### src/rtl/led_sequencer.sv
// LED pattern sequencer: debounced mode button, prescaled step tick,
// and four LED patterns (OFF, COUNT, SCAN, BLINK).
//
// A button press is accepted only while "armed". The debouncer leaves
// reset with stable=1, but a button already held low at that point must not
// count as a press. So the sequencer arms only after it has seen the button
// high. Leaving reset, that means stable and the synchronized level both stay
// high for DEBOUNCE+2 cycles, which covers the two synchronizer reset
// samples. After that, each accepted release re-arms it.
//
// The mode output is the FSM state register itself.
module led_sequencer #(
  parameter int unsigned STEP_DIV = 3125000,
  parameter int unsigned DEBOUNCE = 250000
) (
  input  logic       clk,
  input  logic       rst_n,
  input  logic       btn_n,
  input  logic       run,
  output logic [7:0] led,
  output logic [1:0] mode,
  output logic       step
);

  localparam int PW = $clog2(STEP_DIV);
  localparam int DW = $clog2(DEBOUNCE);
  localparam int AW = $clog2(DEBOUNCE + 2);
  localparam logic [PW-1:0] PS_LAST  = PW'(STEP_DIV - 1);
  localparam logic [DW-1:0] DB_LAST  = DW'(DEBOUNCE - 1);
  localparam logic [AW-1:0] ARM_LAST = AW'(DEBOUNCE + 1);

  typedef enum logic [1:0] {
    M_OFF   = 2'd0,
    M_COUNT = 2'd1,
    M_SCAN  = 2'd2,
    M_BLINK = 2'd3
  } mode_t;

  logic          sync1_q, sync1_d, sync2_q, sync2_d;
  logic          stable_q, stable_d;
  logic [DW-1:0] db_cnt_q, db_cnt_d;
  logic [AW-1:0] arm_cnt_q, arm_cnt_d;
  logic          armed_q, armed_d;
  logic          press_q, press_d;
  logic [PW-1:0] ps_cnt_q, ps_cnt_d;
  logic          tick;
  logic          step_q, step_d;
  mode_t         mode_q, mode_d;
  logic [7:0]    pat_q, pat_d;
  logic          dir_up_q, dir_up_d;

  // Synchronizer, debouncer and press-event detection.
  always_comb begin
    sync1_d   = btn_n;
    sync2_d   = sync1_q;
    stable_d  = stable_q;
    db_cnt_d  = '0;
    arm_cnt_d = '0;
    armed_d   = armed_q;
    press_d   = 1'b0;
    if (sync2_q != stable_q) begin
      if (db_cnt_q == DB_LAST) begin
        stable_d = sync2_q;
        if (!sync2_q) begin
          press_d = armed_q;
          armed_d = 1'b0;
        end else begin
          armed_d = 1'b1;
        end
      end else begin
        db_cnt_d = db_cnt_q + DW'(1);
      end
    end else if (stable_q && !armed_q) begin
      if (arm_cnt_q == ARM_LAST) armed_d = 1'b1;
      else arm_cnt_d = arm_cnt_q + AW'(1);
    end
  end

  // Prescaler, mode FSM and pattern generator; a press overrides a same-cycle tick.
  always_comb begin
    tick     = run && (ps_cnt_q == PS_LAST);
    ps_cnt_d = ps_cnt_q;
    mode_d   = mode_q;
    pat_d    = pat_q;
    dir_up_d = dir_up_q;
    step_d   = tick && !press_q;
    if (press_q) begin
      ps_cnt_d = '0;
      mode_d   = mode_t'(mode_q + 2'd1);
      dir_up_d = 1'b1;
      pat_d    = (mode_d == M_SCAN) ? 8'h01 : 8'h00;
    end else if (run) begin
      ps_cnt_d = tick ? '0 : ps_cnt_q + PW'(1);
      if (tick) begin
        case (mode_q)
          M_COUNT: pat_d = pat_q + 8'd1;
          M_SCAN: begin
            if (dir_up_q) begin
              if (pat_q == 8'h80) begin
                pat_d    = 8'h40;
                dir_up_d = 1'b0;
              end else begin
                pat_d = pat_q << 1;
              end
            end else begin
              if (pat_q == 8'h01) begin
                pat_d    = 8'h02;
                dir_up_d = 1'b1;
              end else begin
                pat_d = pat_q >> 1;
              end
            end
          end
          M_BLINK: pat_d = ~pat_q;
          default: pat_d = 8'h00;
        endcase
      end
    end
  end

  // All state registers, asynchronously reset.
  always_ff @(posedge clk or negedge rst_n) begin
    if (!rst_n) begin
      sync1_q   <= 1'b1;
      sync2_q   <= 1'b1;
      stable_q  <= 1'b1;
      db_cnt_q  <= '0;
      arm_cnt_q <= '0;
      armed_q   <= 1'b0;
      press_q   <= 1'b0;
      ps_cnt_q  <= '0;
      step_q    <= 1'b0;
      mode_q    <= M_COUNT;
      pat_q     <= 8'h00;
      dir_up_q  <= 1'b1;
    end else begin
      sync1_q   <= sync1_d;
      sync2_q   <= sync2_d;
      stable_q  <= stable_d;
      db_cnt_q  <= db_cnt_d;
      arm_cnt_q <= arm_cnt_d;
      armed_q   <= armed_d;
      press_q   <= press_d;
      ps_cnt_q  <= ps_cnt_d;
      step_q    <= step_d;
      mode_q    <= mode_d;
      pat_q     <= pat_d;
      dir_up_q  <= dir_up_d;
    end
  end

  assign led  = pat_q;
  assign mode = mode_q;
  assign step = step_q;

endmodule

### config.mk
export PLATFORM = sky130hd
export DESIGN_NAME = led_sequencer
export DESIGN_NICKNAME = d
export VERILOG_FILES = /design/src/rtl/led_sequencer.sv
export SDC_FILE = /design/constraint.sdc
export NUM_CORES = 1
export LEC_CHECK = 0
export BUFFER_PORTS_ARGS = -buffer_cell sky130_fd_sc_hd__buf_2
export CORE_MARGIN = 1.5
export CORE_UTILIZATION = 45
export CTS_CLUSTER_DIAMETER = 200
export DETAILED_ROUTE_END_ITERATION = 12
export GPL_ROUTABILITY_DRIVEN = 0
export PLACE_DENSITY = 0.7
export SYNTH_ARGS = -nofsm -noshare
export SYNTH_HDL_FRONTEND = slang
export SYNTH_SLANG_ARGS = --single-unit
### constraint.sdc
create_clock -name clk -period 2.4 [get_ports clk]
set_clock_uncertainty 0.2 [all_clocks]
set_input_delay 0.48 -clock clk [delete_from_list [all_inputs] [get_ports clk]]
set_output_delay 0.48 -clock clk [all_outputs]
set_load 0.005 [all_outputs]
==> flow_metrics.env, run 1 <==
export IMPL_finalCoreUtilization_pct=51.5
export IMPL_clock_latency_at_the_later_pin_of_the_worst_skew_pair_ns=0.34
export IMPL_synth_enable_flop_cells=0
export IMPL_yosysUniqueCellTypes=45
export IMPL_chipWidth_um=96.9
export IMPL_final_min_period_over_clock_period_pct=92.0
export IMPL_rr_endpoint="led[5]"
export IMPL_clockRootBuffer="sky130_fd_sc_hd__clkbuf_8"
export IMPL_synth_top_cells_by_area="sky130_fd_sc_hd__dfrtp_1 (44%), sky130_fd_sc_hd__xor2_1 (6.8%), sky130_fd_sc_hd__nor2_1 (6.5%), sky130_fd_sc_hd__xnor2_1 (4.6%), sky130_fd_sc_hd__ha_1 (3.8%)"
export IMPL_finalNetCount=458
export IMPL_antenna_found_initial=0
export IMPL_reg2regPathDepth=6
export IMPL_crit_fanout=5
export IMPL_fin_worst_hold_slack_ns=0.0407
export IMPL_count_of_buffers_inserted_at_the_top_level_ports=14
export IMPL_cts_inserted_buffers=9
export IMPL_clock_transition_at_path_regs_ns=0.08
export IMPL_max_cap_viol=0
export IMPL_worst_setup_path_start_kind="flop"
export IMPL_syn_cell_area_mm2=0.00396
export IMPL_seq_cells_post_synth=75
export IMPL_grt_first_pass_wirelength_um=14100
export IMPL_grt_pass1_vias=3071
export IMPL_max_frequency_mhz=453
export IMPL_syn_mean_instance_area_um2=9.39
export IMPL_drt_initial_drc_count=149
export IMPL_maximum_number_of_pins_on_one_net_before_global_route_repair=76
export IMPL_global_route_usage_total_pct=18.0
export IMPL_critPathArrivalTime_ns=2.27
export IMPL_class_of_the_tightest_hold_or_removal_check="input port to flop"
export IMPL_worst_setup_path_type="flop to flop"
export IMPL_wl_um=7810
export IMPL_synth_main_ff_cell="sky130_fd_sc_hd__dfrtp_1"
export IMPL_regToRegStartpoint="mode[0]"
export IMPL_final_hold_viol_count=0
export IMPL_timing_final_setup_violations=0
export IMPL_cts_sinks=75
export IMPL_netlist_top_cell_by_area="sky130_fd_sc_hd__dfrtp_1"
export IMPL_die_area_mm2=0.00938
export IMPL_cts_resized=0
export IMPL_cpLargestDelayFamily="simple AND/OR/NAND/NOR gates"
export IMPL_timing_max_slew_rel_slack_pct=67.7
export IMPL_vias=3051
export IMPL_power_per_cell_area_mw_per_mm2=601
export IMPL_tightestPinTransition_ns=0.483
export IMPL_row_count=34
export IMPL_area_fraction_of_the_dominant_cell_type_after_synthesis_pct=44.2
export IMPL_drv_slew=0
export IMPL_cts_tree="done"
export IMPL_vdd_drop_max_mv=0.469
export IMPL_worstSetupStartpoint="mode[0]"
export IMPL_crit_path_buffers_inverters=1
export IMPL_grt_setup_unrepaired="false"
export IMPL_drtPass1Iterations=4
export IMPL_worstSetupPathDepth=6
export IMPL_synthesis_instances=422
export IMPL_critPathRequiredTime_ns=2.46
export IMPL_num_io_pins=15
export IMPL_vias_per_cell=5.50
export IMPL_timing_hold_worst_start="btn_n"
export IMPL_die_h_um=96.9
export IMPL_gr_total_overflow=0
export IMPL_critical_path_cell_chain="inv_1 > ha_1 > or3_1 > nor3_1 > a31oi_1 > o22ai_1"
export IMPL_cts_max_path_buffers=2
export IMPL_synth_seq_area_share_pct=47.5
export IMPL_slowest_stage="sky130_fd_sc_hd__dfstp_2"
export IMPL_setup_total_neg_slack_ns=0
export IMPL_most_used_cells_in_the_layout_excluding_fill_and_tap_cells="sky130_fd_sc_hd__dfrtp_1 (70), sky130_fd_sc_hd__nor2_1 (69), sky130_fd_sc_hd__nand2_1 (32)"
export IMPL_end_kind="flop"
export IMPL_worst_setup_path_endpoint="led[5]"
export IMPL_dp_hpwl_um=5310
export IMPL_regToRegSetupSlack_ns=0.19
export IMPL_critical_path_max_stage_delay_ns=0.58
export IMPL_n_antenna_cell=0
export IMPL_fillerInstances=789
export IMPL_min_period_ns=2.21
export IMPL_synth_async_sr_flop_share_pct=100
export IMPL_drt_drc_violations_left=0
export IMPL_yosys_warnings=0
export IMPL_ant_nets=0
export IMPL_syn_num_nets=438
export IMPL_initial_utilization_pct=45.9
export IMPL_outcome="complete, no violations"
export IMPL_area_growth_synth_to_final_pct=12.3
export IMPL_layout_commonest_cell="sky130_fd_sc_hd__dfrtp_1"
export IMPL_route_detailed_wl_per_inst_um=14.1
export IMPL_ctsHtreeMaxLevel=3
export IMPL_final_layout_size_suffix_gt1_share_pct=10.3
export IMPL_power_static_leakage_nw=1.96
export IMPL_core_mm2=0.00864
-- logic make-up after synthesis --
| logic type | share of synthesized area (%) |
|---|---|
| and+or+nand+nor | 25.8 |
| xor gates and xnor gates | 11.5 |
| buffers and inverters | 3.47 |
| AOI/OAI and AO/OA | 7.92 |
| adders and majority gates | 3.79 |
| DFF | 47.5 |
-- sequential cells by signal (all words and copies together) (netlist names) --
signal and cells:
mode 2, press_q 1, sync1_q 1, led 8, ps_cnt_q 22, sync2_q 1
arm_cnt_q 18, stable_q 1, step 1, dir_up_q 1, armed_q 1, db_cnt_q 18
-- how the worst min path moves through the flow --
stage / end / slack (ns) / cells after the start
floorplan: arm_cnt_q[0] / -0.02 / 0
finish: sync1_q / 0.04 / 1
global placement: sync2_q / 0.15 / 0
detailed placement: sync2_q / 0.15 / 0
global route: sync1_q / 0.02 / 1
CTS: sync1_q / 0.03 / 1
-- cell type report --
cell class / count / area, um2 / area share, %
multi-input cells: 312 / 1940 / 43.7
flip-flops and latches: 75 / 1880 / 42.3
repair buffers: 24 / 173 / 3.88
clock buffers: 11 / 141 / 3.18
well taps: 108 / 135 / 3.04
clock inverters: 5 / 100 / 2.25
inverters: 20 / 75.1 / 1.69
-- report_power, final --
part,internal [mW],switching [mW],total (mW)
registers,1.31,0.0568,1.37
logic,0.0548,0.0779,0.133
clock network,0.716,0.459,1.18
-- metal layers --
layer  share of wire [%]  wire length, um  up-vias  global-route usage (%)
met1                  47             3710     1473                    24.7
met3                 3.6              278       11                    3.25
met2                  47             3710       55                    29.2
met4                 1.5              114        0                    5.69
li1                    -                -     1512                       -
met5                   0                0        -                       0
-- synthesized netlist by cell type (3+ instances only) --
cell type	number
sky130_fd_sc_hd__dfstp_2	5
sky130_fd_sc_hd__a21oi_1	13
sky130_fd_sc_hd__dfrtp_1	70
sky130_fd_sc_hd__xor2_1	31
sky130_fd_sc_hd__xnor2_1	21
sky130_fd_sc_hd__nor3_1	9
sky130_fd_sc_hd__nand4_1	16
sky130_fd_sc_hd__buf_2	5
sky130_fd_sc_hd__o21ai_0	9
sky130_fd_sc_hd__nor2_1	69
sky130_fd_sc_hd__inv_1	20
sky130_fd_sc_hd__nand2b_1	3
sky130_fd_sc_hd__a31oi_1	4
sky130_fd_sc_hd__nand2_1	32
sky130_fd_sc_hd__and3_1	14
sky130_fd_sc_hd__nor4_1	8
sky130_fd_sc_hd__or3_1	5
sky130_fd_sc_hd__clkbuf_1	10
sky130_fd_sc_hd__o22ai_1	8
sky130_fd_sc_hd__and4_1	8
sky130_fd_sc_hd__nand3_1	21
sky130_fd_sc_hd__ha_1	12
-- metrics by stage --
| stage | area (um2) | std cells | setup slack [ns] | power, mW |
|---|---|---|---|---|
| 2_1_floorplan | 3960 | 422 | 0.372 | 1.46 |
| 3_5_place_dp | 4200 | 538 | 0.220 | 1.52 |
| 3_3_place_gp | 4200 | 538 | 0.291 | 1.52 |
| 4_1_cts | 4450 | 555 | 0.207 | 2.71 |
| 5_1_grt | 4450 | 555 | 0.0381 | 2.80 |
| 6_report | 4450 | 555 | 0.192 | 2.68 |
-- timing repair --
action                    4_1_cts  5_1_grt
hold endpoints to repair       70        0
setup buffers                   0        0
hold buffers                    1        0
Note: power is estimated with default switching activity, not from simulation.
==> run 2: changes to the inputs <==
Settings changed: BUFFER_PORTS_ARGS -buffer_cell sky130_fd_sc_hd__buf_2 to -buffer_cell sky130_fd_sc_hd__clkbuf_2, CTS_BUF_LIST set to sky130_fd_sc_hd__clkbuf_4 sky130_fd_sc_hd__clkbuf_8.
==> run 2 against run 1 <==
  * Sequential share of layout area rose by 0.060 points
  * Routed wire length rose by 2.5%
  * Critical path depth did not move
  * Total power fell by 3.1%
  * Combinational power barely moved
  * Via count rose by 1.2%
  * Fmax rose by 1.1%
  * Worst setup slack improved by 0.025 ns
  * First-iteration DRC count rose by 29%
  * Cell count fell by 0.18%
  * Critical path type unchanged
==> flow_metrics.env, run 2 (same netlist as run 1, synthesis figures left out) <==
export IMPL_outcome="complete, no violations"
export IMPL_most_used_cells_in_the_layout_excluding_fill_and_tap_cells="sky130_fd_sc_hd__dfrtp_1 (70), sky130_fd_sc_hd__nor2_1 (69), sky130_fd_sc_hd__nand2_1 (32)"
export IMPL_clock_transition_at_path_regs_ns=0.08
export IMPL_vdd_drop_max_mv=0.426
export IMPL_finalNetCount=458
export IMPL_chipWidth_um=96.9
export IMPL_power_static_leakage_nw=1.95
export IMPL_row_count=34
export IMPL_cts_inserted_buffers=9
export IMPL_ant_nets=0
export IMPL_grt_setup_unrepaired="false"
export IMPL_grt_pass1_vias=2998
export IMPL_cts_max_path_buffers=2
export IMPL_vias_per_cell=5.57
export IMPL_cts_tree="done"
export IMPL_drtPass1Iterations=5
export IMPL_die_h_um=96.9
export IMPL_critPathRequiredTime_ns=2.46
export IMPL_rr_endpoint="led[7]"
export IMPL_cts_sinks=75
export IMPL_dp_cells=537
export IMPL_core_mm2=0.00864
export IMPL_max_frequency_mhz=458
export IMPL_global_route_usage_total_pct=18.6
export IMPL_route_detailed_wl_per_inst_um=14.5
export IMPL_area_growth_synth_to_final_pct=12.1
export IMPL_drt_drc_violations_left=0
export IMPL_timing_max_slew_rel_slack_pct=56.7
export IMPL_antenna_found_initial=0
export IMPL_die_area_mm2=0.00938
export IMPL_tightestPinTransition_ns=0.645
export IMPL_crit_fanout=5
export IMPL_max_cap_viol=0
export IMPL_final_hold_viol_count=0
export IMPL_ctsHtreeMaxLevel=3
export IMPL_min_period_ns=2.18
export IMPL_final_instance_count_excl_fill=554
export IMPL_maximum_number_of_pins_on_one_net_before_global_route_repair=39
export IMPL_largest_register_ff_count=22
export IMPL_reg2regPathDepth=6
export IMPL_dp_hpwl_um=5550
export IMPL_final_min_period_over_clock_period_pct=90.9
export IMPL_reg_with_most_ffs="ps_cnt_q"
export IMPL_count_of_buffers_inserted_at_the_top_level_ports=14
export IMPL_regToRegSetupSlack_ns=0.22
export IMPL_clock_latency_at_the_later_pin_of_the_worst_skew_pair_ns=0.35
export IMPL_final_layout_size_suffix_gt1_share_pct=10.3
export IMPL_initial_utilization_pct=45.9
export IMPL_end_kind="flop"
export IMPL_worst_setup_path_endpoint="led[7]"
export IMPL_regToRegStartpoint="mode[0]"
export IMPL_vias=3088
export IMPL_worst_setup_path_start_kind="flop"
export IMPL_class_of_the_tightest_hold_or_removal_check="flop to flop"
export IMPL_clockRootBuffer="sky130_fd_sc_hd__clkbuf_8"
export IMPL_timing_final_setup_violations=0
export IMPL_top_regs="ps_cnt_q: 22 flops, arm_cnt_q: 18 flops, db_cnt_q: 18 flops"
export IMPL_power_per_cell_area_mw_per_mm2=583
export IMPL_critPathArrivalTime_ns=2.25
export IMPL_gr_total_overflow=0
export IMPL_grt_first_pass_wirelength_um=14400
export IMPL_fin_worst_hold_slack_ns=0.158
export IMPL_drt_initial_drc_count=192
export IMPL_worstSetupStartpoint="mode[0]"
export IMPL_wl_um=8010
export IMPL_setup_total_neg_slack_ns=0
export IMPL_drv_slew=0
export IMPL_finish_instance_area_mm2=0.00444
export IMPL_placed_area_mm2=0.00419
export IMPL_layout_commonest_cell="sky130_fd_sc_hd__dfrtp_1"
export IMPL_worst_setup_path_type="flop to flop"
export IMPL_num_io_pins=15
export IMPL_n_antenna_cell=0
==> run 2: changes by cell type in the layout (fill, tap and decap cells not counted) <==
cell	before	now
sky130_fd_sc_hd__clkbuf_2	0	13
sky130_fd_sc_hd__nor3b_2	0	1
sky130_fd_sc_hd__buf_2	14	0
sky130_fd_sc_hd__bufinv_16	3	2
sky130_fd_sc_hd__clkinv_4	0	1
sky130_fd_sc_hd__clkinv_2	2	1
sky130_fd_sc_hd__clkbuf_1	1	0
sky130_fd_sc_hd__nor3b_1	2	1
sky130_fd_sc_hd__clkbuf_8	10	11
sky130_fd_sc_hd__dlygate4sd3_1	1	2
==> run 2: worst min-delay path by stage <==
stage,start,endpoint,slack (ns),cells after the start
global route,sync1_q,sync2_q,0.17,0
floorplan,rst_n,arm_cnt_q[0],-0.02,0
global placement,sync1_q,sync2_q,0.15,0
detailed placement,sync1_q,sync2_q,0.15,0
finish,sync1_q,sync2_q,0.16,0
CTS,sync1_q,sync2_q,0.16,0
==> run 2: final cells by class <==
cell class | instances | area, um2
clock inverter | 4 | 73.8
clock buffer | 11 | 151
sequential | 75 | 1880
multi-input combinational | 312 | 1950
tap | 108 | 135
inverter | 20 | 75.1
fill | 782 | 4190
timing repair buffer | 24 | 178
==> run 2: per-stage QoR <==
stage | total power [mW] | utilization, % | worst slack (ns)
global route | 2.72 | 51.5 | 0.0391
finish | 2.59 | 51.5 | 0.217
detailed placement | 1.52 | 48.6 | 0.239
global placement | 1.52 | 48.6 | 0.291
floorplan | 1.46 | - | 0.372
CTS | 2.62 | 51.4 | 0.223
==> run 2: worst max-delay path, stage by stage (launching register included) <==
cell and delay (ns):
sky130_fd_sc_hd__dfstp_2 0.58, sky130_fd_sc_hd__inv_1 0.07, sky130_fd_sc_hd__ha_1 0.20, sky130_fd_sc_hd__or3_1 0.35, sky130_fd_sc_hd__nor3_1 0.36, sky130_fd_sc_hd__a31oi_1 0.14
sky130_fd_sc_hd__o22ai_1 0.19
==> run 2: layer usage <==
metal,routed length [um],GRT usage (%),share of wire [%],vias up
met4,162,7.69,2.0,0
met3,286,3.03,3.6,16
li1,-,-,-,1499
met5,0,0,0,-
met1,3740,25.7,47,1505
met2,3820,29.1,48,68
==> run 2: what timing repair did <==
| action | in CTS | in global routing |
|---|---|---|
| hold endpoints to repair | 38 | 0 |
| hold buffers | 2 | 0 |
| gates resized for setup | 0 | 1 |
| setup buffers | 0 | 0 |
| setup endpoints to repair | 0 | 5 |
==> run 2: power by group <==
| group | switching, mW | leakage [nW] | internal (mW) |
|---|---|---|---|
| registers | 0.0539 | 0.997 | 1.31 |
| logic | 0.0787 | 0.841 | 0.0570 |
| clock network | 0.455 | 0.115 | 0.637 |
| total | 0.588 | 1.95 | 2.00 |
==> run 3: changes to the inputs <==
Settings changed: PLACE_DENSITY 0.7 to not set, RECOVER_POWER set to 25.
==> run 3 against run 2 <==
  * Count of clock-buffer cells in the layout down 2
  * Worst setup slack worse by 0.048 ns
  * Sequential share of layout area down 0.13 points
  * Routed wire length down 1.3%
  * Combinational power about the same
  * Flip-flop and latch count unchanged
  * Clock power about the same
  * Fmax down 2.2%
  * Critical path type unchanged
  * Hold slack better by 0.017 ns
  * Design area up 0.31%
  * Largest cell class unchanged
==> flow_metrics.env, run 3 (same netlist as run 1, synthesis figures left out) <==
export IMPL_count_of_buffers_inserted_at_the_top_level_ports=14
export IMPL_clock_transition_at_path_regs_ns=0.08
export IMPL_cts_inserted_buffers=9
export IMPL_worst_setup_path_type="flop to flop"
export IMPL_ant_nets=0
export IMPL_ctsHtreeMaxLevel=3
export IMPL_drtPass1Iterations=4
export IMPL_top_regs="ps_cnt_q: 22 flops, arm_cnt_q: 18 flops, db_cnt_q: 18 flops"
export IMPL_worst_setup_path_endpoint="ps_cnt_q[15]"
export IMPL_fillerInstances=782
export IMPL_drv_slew=0
export IMPL_critical_path_max_stage_delay_ns=0.43
export IMPL_wl_um=7910
export IMPL_cts_max_path_buffers=2
export IMPL_die_area_mm2=0.00938
export IMPL_critical_path_cell_chain="nor4b_1 > nor3b_1 > nand2_1 > nand2_1 > buf_12 > nor2_1"
export IMPL_final_min_period_over_clock_period_pct=93.0
export IMPL_rr_endpoint="ps_cnt_q[15]"
export IMPL_worstSetupStartpoint="ps_cnt_q[14]"
export IMPL_gr_total_overflow=0
export IMPL_reg2regPathDepth=6
export IMPL_global_route_usage_total_pct=18.2
export IMPL_power_per_cell_area_mw_per_mm2=582
export IMPL_class_of_the_tightest_hold_or_removal_check="flop to flop"
export IMPL_finalNetCount=461
export IMPL_regToRegStartpoint="ps_cnt_q[14]"
export IMPL_dp_cells=540
export IMPL_max_frequency_mhz=448
export IMPL_timing_final_setup_violations=0
export IMPL_critPathArrivalTime_ns=2.27
export IMPL_route_detailed_wl_per_inst_um=14.2
export IMPL_vias=3066
export IMPL_slowest_stage="sky130_fd_sc_hd__dfrtp_1"
export IMPL_cts_sinks=75
export IMPL_area_growth_synth_to_final_pct=12.5
export IMPL_setup_total_neg_slack_ns=0
export IMPL_cts_tree="done"
export IMPL_dp_hpwl_um=5370
export IMPL_power_static_leakage_nw=1.96
export IMPL_final_hold_viol_count=0
export IMPL_max_cap_viol=0
export IMPL_clockRootBuffer="sky130_fd_sc_hd__clkbuf_8"
export IMPL_num_io_pins=15
export IMPL_grt_first_pass_wirelength_um=14200
export IMPL_chipWidth_um=96.9
export IMPL_die_h_um=96.9
export IMPL_initial_utilization_pct=45.9
export IMPL_worst_setup_path_start_kind="flop"
export IMPL_end_kind="flop"
export IMPL_outcome="complete, no violations"
export IMPL_reg_with_most_ffs="ps_cnt_q"
export IMPL_drt_initial_drc_count=92
export IMPL_drt_drc_violations_left=0
export IMPL_row_count=34
export IMPL_vdd_drop_max_mv=0.483
export IMPL_regToRegSetupSlack_ns=0.17
export IMPL_postCtsSetupBuffers=0
export IMPL_final_instance_count_excl_fill=558
export IMPL_most_used_cells_in_the_layout_excluding_fill_and_tap_cells="sky130_fd_sc_hd__dfrtp_1 (70), sky130_fd_sc_hd__nor2_1 (69), sky130_fd_sc_hd__nand2_1 (32)"
export IMPL_grt_setup_unrepaired="false"
export IMPL_antenna_found_initial=0
export IMPL_vias_per_cell=5.49
export IMPL_seq_area_mm2=0.00188
export IMPL_grt_pass1_vias=2997
export IMPL_min_period_ns=2.23
export IMPL_finalCoreUtilization_pct=51.6
export IMPL_multi_input_area_mm2=0.00195
export IMPL_tightestPinTransition_ns=1.15
export IMPL_cp_common_cell="sky130_fd_sc_hd__nand2_1"
export IMPL_n_antenna_cell=0
export IMPL_timing_max_slew_rel_slack_pct=23.6
export IMPL_largest_register_ff_count=22
export IMPL_core_mm2=0.00864
export IMPL_clock_latency_at_the_later_pin_of_the_worst_skew_pair_ns=0.35
export IMPL_maximum_number_of_pins_on_one_net_before_global_route_repair=45
export IMPL_final_layout_size_suffix_gt1_share_pct=10.9
export IMPL_crit_fanout=20
export IMPL_layout_commonest_cell="sky130_fd_sc_hd__dfrtp_1"
export IMPL_critPathRequiredTime_ns=2.44
run 3: worst min path at each step:
stage,from,endpoint,cells past startpoint
2_1_floorplan,rst_n,arm_cnt_q[0],0
3_3_place_gp,sync1_q,sync2_q,0
3_5_place_dp,sync1_q,sync2_q,0
4_1_cts,sync1_q,sync2_q,0
5_1_grt,sync1_q,sync2_q,0
6_report,sync1_q,sync2_q,0
run 3: cell type report:
cell class / instances / area share, %
clock inverters: 7 / 2.22
repair buffers: 27 / 4.35
clock buffers: 9 / 2.78
well taps: 108 / 3.03
inverters: 20 / 1.68
multi-input cells: 312 / 43.7
flip-flops and latches: 75 / 42.2
run 3: power by group:
part           internal (mW)  switching (mW)  total [mW]  leakage [nW]
Sequential              1.31          0.0557        1.37         0.997
Clock                  0.592           0.499        1.09         0.110
Combinational         0.0568          0.0805       0.137         0.852
run 3: repair_timing:
item,in CTS,in global routing
endpoints found under the hold margin,41,0
hold buffers,2,0
gates resized for setup,0,1
setup endpoints to repair,0,2
run 3: per-stage QoR:
stage	setup slack, ns	hold slack (ns)	power, mW	cell area (um2)
floorplan	0.372	-0.0156	1.46	3960
global placement	0.245	0.158	1.52	4220
detailed placement	0.157	0.159	1.53	4220
CTS	0.132	0.179	2.63	4460
global route	0.0354	0.182	2.72	4460
finish	0.169	0.175	2.60	4460
run 3: worst max-delay path, delay by kind of cell, from the launching register on:
family | cells | cell delay [ns]
simple gates | 5 | 1.29
flops | 1 | 0.43
buf+inv | 1 | 0.19
run 3: per-layer routing:
layer / global-route usage (%) / vias up / share of wire (%)
met1: 25.3 / 1468 / 49
li1: - / 1513 / -
met4: 4.68 / 0 / 0.81
met5: 0 / - / 0
met3: 4.55 / 5 / 5.0
met2: 28.5 / 80 / 45
